**config.mk**
```make
export PLATFORM = sky130hd
export DESIGN_NAME = disp_scan
export DESIGN_NICKNAME = d
export VERILOG_FILES = /design/src/rtl/disp_pkg.sv /design/src/rtl/tick_gen.sv /design/src/rtl/disp_scan.sv
export SDC_FILE = /design/constraint.sdc
export NUM_CORES = 1
export LEC_CHECK = 0
export ABC_AREA = 1
export BUFFER_PORTS_ARGS = -buffer_cell sky130_fd_sc_hd__buf_4
export CAP_MARGIN = 20
export CORE_MARGIN = 1
export CORE_UTILIZATION = 46
export CTS_CLUSTER_SIZE = 14
export DETAILED_ROUTE_END_ITERATION = 8
export PLACE_DENSITY = 0.65
export SLEW_MARGIN = 0
export SYNTH_ARGS = -nofsm -noshare
export SYNTH_HDL_FRONTEND = slang
export SYNTH_SLANG_ARGS = --single-unit
```
**constraint.sdc**
```tcl
create_clock -name clk -period 2.1 [get_ports clk]
set_clock_uncertainty 0.1 [all_clocks]
set_input_delay 0.21 -clock clk [delete_from_list [all_inputs] [get_ports clk]]
set_output_delay 0.21 -clock clk [all_outputs]
set_load 0.01 [all_outputs]
```
**src/rtl/disp_pkg.sv**
```systemverilog
// Shared types, constants and helpers for the multiplexed display scanner.
package disp_pkg;

  // One hex digit as presented to the 7-segment decoder.
  typedef logic [3:0] nibble_t;

  // Widest digit count supported by the scanner.
  localparam int MAX_DIGITS = 8;

  // All anodes off; callers slice this down to their digit count.
  localparam logic [MAX_DIGITS-1:0] DIG_OFF = '1;

  // Counter/index width for n states, never narrower than one bit.
  function automatic int idx_w(input int n);
    return (n <= 1) ? 1 : $clog2(n);
  endfunction

endpackage

```
**src/rtl/tick_gen.sv**
```systemverilog
// Free-running prescaler: tick is high for one cycle out of every DIV.
module tick_gen
  import disp_pkg::*;
#(
  parameter int DIV = 50000
) (
  input  logic clk,
  input  logic reset_n,
  output logic tick
);

  localparam int            CW   = idx_w(DIV);
  localparam logic [CW-1:0] LAST = CW'(DIV - 1);

  logic [CW-1:0] cnt;

  // Count 0..DIV-1 and wrap; with DIV=1 cnt stays at 0 and tick is constant.
  always_ff @(posedge clk or negedge reset_n) begin
    // NOTE: sequential state uses non-blocking assignments so every register
    // samples the pre-edge values, independent of statement order.
    if (!reset_n) begin
      cnt <= '0;
    end else if (cnt == LAST) begin
      cnt <= '0;
    end else begin
      cnt <= cnt + CW'(1);
    end
  end

  assign tick = (cnt == LAST);

endmodule

```
**src/rtl/disp_scan.sv**
```systemverilog
// Time-multiplexed scanner for a common-anode multi-digit 7-segment display.
// A new value is accepted through load/ack and applied only at a frame
// boundary, so a frame never mixes old and new digits.
module disp_scan
  import disp_pkg::*;
#(
  parameter int NDIGITS  = 4,
  parameter int DIV      = 50000,
  parameter bit BLANK_LZ = 1'b1
) (
  input  logic                 clk,
  input  logic                 reset_n,
  input  logic [4*NDIGITS-1:0] value,
  input  logic                 load,
  output logic                 ack,
  output nibble_t              num,
  output logic [NDIGITS-1:0]   dig_n,
  output logic                 frame
);

  localparam int            IW       = idx_w(NDIGITS);
  localparam int            VW       = 4 * NDIGITS;
  localparam logic [IW-1:0] LAST_IDX = IW'(NDIGITS - 1);

  logic               tick;
  logic [IW-1:0]      idx;
  logic [IW-1:0]      idx_next;
  logic [VW-1:0]      pend;
  logic               pflag;
  logic [VW-1:0]      shadow;
  logic [VW-1:0]      shadow_next;
  logic               boundary;
  logic               take;
  logic               upper_nz;
  logic               blank;
  nibble_t            nib_next;
  logic [NDIGITS-1:0] en_next;

  tick_gen #(.DIV(DIV)) u_tick (
    .clk     (clk),
    .reset_n (reset_n),
    .tick    (tick)
  );

  // Boundary detection, shadow bypass, and the contents of the next slot.
  always_comb begin
    // NOTE: every signal gets a default before any condition, so no path
    // leaves it unassigned and no latch is inferred.
    boundary    = tick && (idx == LAST_IDX);
    idx_next    = (idx == LAST_IDX) ? '0 : idx + IW'(1);
    take        = boundary && (load || pflag);
    shadow_next = shadow;
    nib_next    = '0;
    upper_nz    = 1'b0;
    en_next     = DIG_OFF[NDIGITS-1:0];

    // A load on the boundary cycle itself is newer than anything pending.
    if (boundary) begin
      if (load) begin
        shadow_next = value;
      end else if (pflag) begin
        shadow_next = pend;
      end
    end

    // Nibble for the upcoming slot, and whether it or any higher digit is non-zero.
    for (int i = 0; i < NDIGITS; i++) begin
      if (idx_next == IW'(i)) begin
        nib_next = shadow_next[4*i +: 4];
      end
      if ((IW'(i) >= idx_next) && (shadow_next[4*i +: 4] != 4'h0)) begin
        upper_nz = 1'b1;
      end
    end

    // Digit 0 always lights so a zero value still shows a single "0".
    blank = BLANK_LZ && (idx_next != '0) && !upper_nz;

    for (int i = 0; i < NDIGITS; i++) begin
      if ((idx_next == IW'(i)) && !blank) begin
        en_next[i] = 1'b0;
      end
    end
  end

  // Load/ack handshake: capture into pend, hand over to shadow at a boundary.
  always_ff @(posedge clk or negedge reset_n) begin
    if (!reset_n) begin
      pend   <= '0;
      pflag  <= 1'b0;
      shadow <= '0;
      ack    <= 1'b0;
    end else begin
      if (load) begin
        pend  <= value;
        pflag <= 1'b1;
      end
      // Placed after the load capture so a boundary-cycle load is consumed here.
      if (take) begin
        shadow <= shadow_next;
        pflag  <= 1'b0;
      end
      ack <= take;
    end
  end

  // Slot sequencing and registered display outputs, advanced once per tick.
  always_ff @(posedge clk or negedge reset_n) begin
    if (!reset_n) begin
      idx   <= LAST_IDX;
      num   <= '0;
      dig_n <= DIG_OFF[NDIGITS-1:0];
      frame <= 1'b0;
    end else begin
      frame <= boundary;
      if (tick) begin
        idx   <= idx_next;
        num   <= nib_next;
        dig_n <= en_next;
      end
    end
  end

endmodule

```
* Yosys cells after proc, flatten, opt, wreduce, memory -nomap -nowiden
Index checks and enable logic that the tools add are counted.
** Word-level totals
- Flip-flop bits (word level) :: 61
- Bits in latches :: 0
- RAM bits :: 0
- ROM bits :: 0
- Input bits :: 19
- Output and inout bits :: 10
- Memories :: 0
** Cells by class
- Add/sub/neg operators :: 2
- Multipliers :: 0
- Divide/modulo/power cells :: 0
- $lt $le $gt $ge :: 4
- Eq/ne operators :: 5
- Shifts and indexed selects :: 0
- Multiplexer cells :: 19
- Bitwise gates (word level) :: 0
- Reduce and logical (&&, ||, !) cells :: 21
** Operators by type and width (number)
- 2-to-1 mux 16 bit :: 4
- adder 16 x 1 -> 16 bit, second input constant :: 1
- equality test 16 bit, second input constant :: 1
- 2-to-1 mux 4 bit :: 4
- nonzero test 4 bit :: 4
- logical AND 1 bit :: 11
- 2-to-1 mux 1 bit :: 10
- equality test 2 bit, second input constant :: 3
- >= comparator 1 x 2 -> 1 bit, first input constant :: 2
- >= comparator 2 bit, first input constant :: 2
- nonzero test 2 bit :: 2
- adder 2 x 1 -> 2 bit, second input constant :: 1
- equality test 2 x 1 -> 1 bit, second input constant :: 1
- zero test 1 bit :: 2
- zero test 2 bit :: 1
- 2-to-1 mux 2 bit :: 1
- logical OR 1 bit :: 1

* Longest topological paths before layout
- Depth in word-level cells :: 14
- Gate-level depth with buffers :: 14
- Mapped depth without buffers :: 13

* Modules after synthesis
A second synthesis with hierarchy kept.
** Unflattened totals
- Cells, all modules :: 357
- Area total of the unflattened synthesis :: 2930.3 µm²
** By module, submodules not included
- disp_scan :: times used 1, cells an instance 236, area each 2053.2 µm²
- tick_gen :: times used 1, cells an instance 121, area each 877.1 µm²

* Worst setup path after synthesis
OpenSTA, ideal clock, no wires.
- Kind :: register to register
- Start point :: register u_tick.cnt[0]
- End point :: register dig_n[1]
- Data arrival time :: 1.584 ns
- Required time :: 1.920 ns
- Path slack :: 0.336 ns
- Cell stages (with the launch flop) :: 14
- Buffers on the path :: 1
- Period minus slack after synthesis :: 1.764 ns
- Cell sequence :: dfrtp_1 ha_1 nand2_1 nor2_2 nand3_1 nor2_4 buf_6 nand3_1 nand2_1 inv_1 nand2_1 nor2_2 nand3_2 a21oi_1
** Between the ends
- Longest elaborated chain between the ends :: 14
- Elaborated cells on any way between the ends :: 20
- Those cells by class :: eq/ne (1); mux (6); reduce/logical (13)
** RTL lines
- start, declared :: line tick_gen.sv:15 : logic [CW-1:0] cnt;
- start signal, assigned :: line tick_gen.sv:26 : cnt <= cnt + CW'(1);
- equality test 16 bit * :: line tick_gen.sv:30 : assign tick = (cnt == LAST);
- logical AND 1 bit :: line disp_scan.sv:49 : boundary = tick && (idx == LAST_IDX);
- 2-to-1 mux 16 bit :: line disp_scan.sv:58 : if (boundary) begin
- nonzero test 4 bit :: line disp_scan.sv:71 : if ((IW'(i) >= idx_next) && (shadow_next[4*i +: 4] != 4'h0)) begin
- logical AND 1 bit :: line disp_scan.sv:71
- 2-to-1 mux 1 bit (4 in a row) :: line disp_scan.sv:71
- zero test 1 bit :: line disp_scan.sv:77 : blank = BLANK_LZ && (idx_next != '0) && !upper_nz;
- logical AND 1 bit :: line disp_scan.sv:77
- zero test 1 bit :: line disp_scan.sv:80 : if ((idx_next == IW'(i)) && !blank) begin
- logical AND 1 bit :: line disp_scan.sv:80
- 2-to-1 mux 1 bit :: line disp_scan.sv:80
- end signal, assigned :: line disp_scan.sv:112 : dig_n <= DIG_OFF[NDIGITS-1:0];
- end signal, assigned :: line disp_scan.sv:119 : dig_n <= en_next;
- end, declared :: line disp_scan.sv:17 : output logic [NDIGITS-1:0] dig_n,
Mark *: on every way between the ends. The rest lies on a longest branch, timed or not.
A chain may end at the register's enable or synchronous reset.

* Worst setup path in the final report
Ends and elaborated chain as after synthesis.

==> flow_summary_export.csv <==
group,metric,value,unit
route,antenna_left,0,
cells_and_area,nets,511,
placed_design,routabilityCongestion,0.8593,
timing,fin_crit_sh,0.9357,
cts,clkTransAtPathRegs,0.07,ns
synthesis,ys_seq_area_frac,0.4741,
cts,clockBufferDepth,2,
worst_setup_path,crit_path_frequent_cell,"nand2_1",
min_path,hp-start,"value[10]",
route,drc_errors,0,
synthesis,syn_nets,454,
timing,hold_viol,0,
placed_design,place_area,0.003618,mm^2
route,drt_iter0_markers,180,
worst_setup_path,path_buf_inv,0,
cells_and_area,syn_to_final_growth,25.91,%
synthesis,synth_cells,429,
timing,post-route-min-period,1.965,ns
synthesis,syn-cell-area,0.003236,mm^2
cells_and_area,diodes,0,
cells_and_area,design_area,0.004074,mm^2
timing,fmax,508.9,MHz
worst_setup_path,start_kind,"flip-flop",
min_path,hold_end,"pend[10]$_DFFE_PN0P_",
synthesis,syn-mean-instance-area,7.542,um^2
synthesis,ys_seq_elements,61,
route,drt_wl_total,7173,um
route,routedWlPerCell,12.22,um
cts,cts_buffers,9,
floorplanning,core,0.006794,mm^2
worst_setup_path,crit_fanout,6,
synthesis,yosysTopAreaCellShare,0.4254,
job,max_cap_viol_count,0,
worst_setup_path,rrSetupSlack,0.13,ns
synthesis,synth_common_cells,"nand2_1, dfrtp_1, inv_1",
synthesis,yosys_warnings,0,
timing,maxSlewHeadroom,0.4934,
cts,cts_root_buf,"clkbuf_8",
status,status,"finished, final reports clean",
worst_setup_path,crit_chain,"ha_2 > nand3_2 > nor2_4 > nand3_4 > nand2_1 > nand2_1 > nor2_1 > nand2_1 > nand2_1 > nand3_2 > a21oi_1",
worst_setup_path,cp.required,2.27,ns
synthesis,ys_types,29,
worst_setup_path,reg2reg_to,"dig_n[1]$_DFFE_PN1N_",
worst_setup_path,rr_worst_depth,11,
worst_setup_path,r2r_start,"u_tick.cnt[0]$_DFF_PN0_",
route,dr.pass1.iters,4,
min_path,hold_class,"input pin to flip-flop",
cts,cts_tree,"built",
placed_design,dp_hpwl,5051,um
global_routing,grt_overflow,0,
cells_and_area,drive_gt1_frac,0.2077,
floorplanning,die_h,85.87,um
min_path,whs_path_depth,3,
route,vias,2789,
worst_setup_path,cp_top_family,"simple AND/OR/NAND/NOR gates",
floorplanning,ios,29,
floorplanning,row_count,30,
synthesis,synth.most_common_cell,"nand2_1",
worst_setup_path,cp-end-kind,"flip-flop",
worst_setup_path,critPathSlowestCell,"dfrtp_1",
pwr,power_density,640.2,mW/mm^2
synthesis,ys.flop_type,"dfrtp_1",
global_routing,grt_pass1_wl,11990,um
floorplanning,initial_core_util,0.4762,
worst_setup_path,critPathArrivalTime,2.13,ns
timing,grt_setup_unrepaired,"yes",
global_routing,grt_max_degree,62,
synthesis,ys_top_cells_by_area,"dfrtp_1, nand2_1, inv_1",
timing,tightest_slew,0.7600,ns
worst_setup_path,path_class,"flip-flop to flip-flop",
route,viasPerCell,4.751,
floorplanning,die_width,85.87,um
placed_design,dp_slack,0.006838,ns
pwr,ir_drop,0.2710,mV
global_routing,antenna_found_initial,0,
placed_design,port_buffers,28,
timing,final-setup-viol-count,0,
pwr,power_leakage,0.002098,uW
global_routing,first_global_vias,2613,
synthesis,ys_async_sr_fraction,1.000,
global_routing,grtUsageTotal,0.2126,
worst_setup_path,max_stage_delay,0.38,ns
timing,fin_ws,0.1350,ns
cts,htree_num_levels,3,
cts,cts.sinks,61,
synthesis,yosysTopAreaCell,"dfrtp_1",
floorplanning,dieArea,0.007374,mm^2
cts,insertion_delay,0.34,ns
timing,slew_violations,0,
synthesis,synth_edf_count,0,
[logic make-up (layout without fill, tap and decap cells)]
group	Yosys count	count (layout)	synth area share
and+or+nand+nor	241	242	0.3244
buffers and inverters	67	128	0.08507
DFF	61	61	0.4741
AOI/OAI and AO/OA	50	50	0.08236
adders and majority gates	6	6	0.02320
xor gates and xnor gates	4	4	0.01083
[what timing repair did]
item / in CTS / in global routing
cloned: 0 / 1
endpoints found under the setup margin: 3 / 10
pin swaps: 0 / 2
endpoints found under the hold margin: 64 / 0
hold buffers: 10 / 0
buffers inserted: 0 / 2
gates resized for setup: 2 / 12
[state kept, by name, summed over array words and instances, names as in the netlist]
name / flops
pflag: 1
idx: 2
pend: 16
frame: 1
dig_n: 4
u_tick.cnt: 16
num: 4
shadow: 16
ack: 1
[stage by stage]
step	utilization	std cells	setup TNS, ns	hold slack (ns)	total power, uW
3_3_place_gp	0.5326	558	0	0.2445	1370
2_1_floorplan	-	429	0	-0.1856	1304
5_1_grt	0.5996	587	-0.01833	0.01021	2718
4_1_cts	0.5853	584	0	0.0006262	2633
6_report	0.5996	587	0	0.005614	2608
3_5_place_dp	0.5326	558	0	0.2407	1373
[worst register-to-register path: cells and delay by family (launching register included)]
kind / cells / cell delay [ns]
and+or+nand+nor: 9 / 1.05
DFF: 1 / 0.38
adders and majority gates: 1 / 0.22
AOI/OAI and AO/OA: 1 / 0.15
[how the worst max path moves through the flow]
stage	start	to	slack (ns)	depth (start not counted)
final	u_tick.cnt[0]$_DFF_PN0_	dig_n[1]$_DFFE_PN1N_	0.13	11
after global routing	u_tick.cnt[0]$_DFF_PN0_	dig_n[1]$_DFFE_PN1N_	-0.01	11
after detailed placement	u_tick.cnt[0]$_DFF_PN0_	dig_n[2]$_DFFE_PN1N_	0.007	11
after floorplan	u_tick.cnt[0]$_DFF_PN0_	dig_n[1]$_DFFE_PN1N_	0.34	13
after global placement	u_tick.cnt[0]$_DFF_PN0_	u_tick.cnt[14]$_DFF_PN0_	0.05	10
after CTS	u_tick.cnt[0]$_DFF_PN0_	num[3]$_DFFE_PN0N_	0.01	13
[cell type report]
class	instances	area (um^2)
clock buffers	13	178.9
fillers	626	2720
multi-input cells	302	1510
flip-flops and latches	61	1534
well taps	96	120.1
inverters	57	215.2
clock inverters	3	65.06
repair buffers	55	450.4
[cell usage in the layout (no fill, tap or decap), drive strengths merged]
cell type	n
nand2	155
inv	56
dfrtp	55
buf	45
nor2	42
nand3	30
o21ai	28
a21oi	16
clkbuf	13
dlygate4sd3	10
dfstp	6
ha	6
or2	5
nor3	4
xor2	4
o21a	3
nor4	3
clkinv	2
a21boi	2
and2	2
bufinv	2
nand4	1
a221oi	1
[power breakdown]
group	internal [uW]	switching [uW]	leakage, uW
registers	1200	11.0	0.000715
clock network	796	448	0.000126
logic	66.0	84.1	0.00126
[per-layer routing]
layer,share of wire,global-route usage,vias to the layer above
li1,-,-,1450
met1,0.48,0.2924,1271
met5,0,0,-
met2,0.45,0.3268,56
met4,0.020,0.08485,0
met3,0.045,0.04716,12
Power figures use the tool's default switching activity.
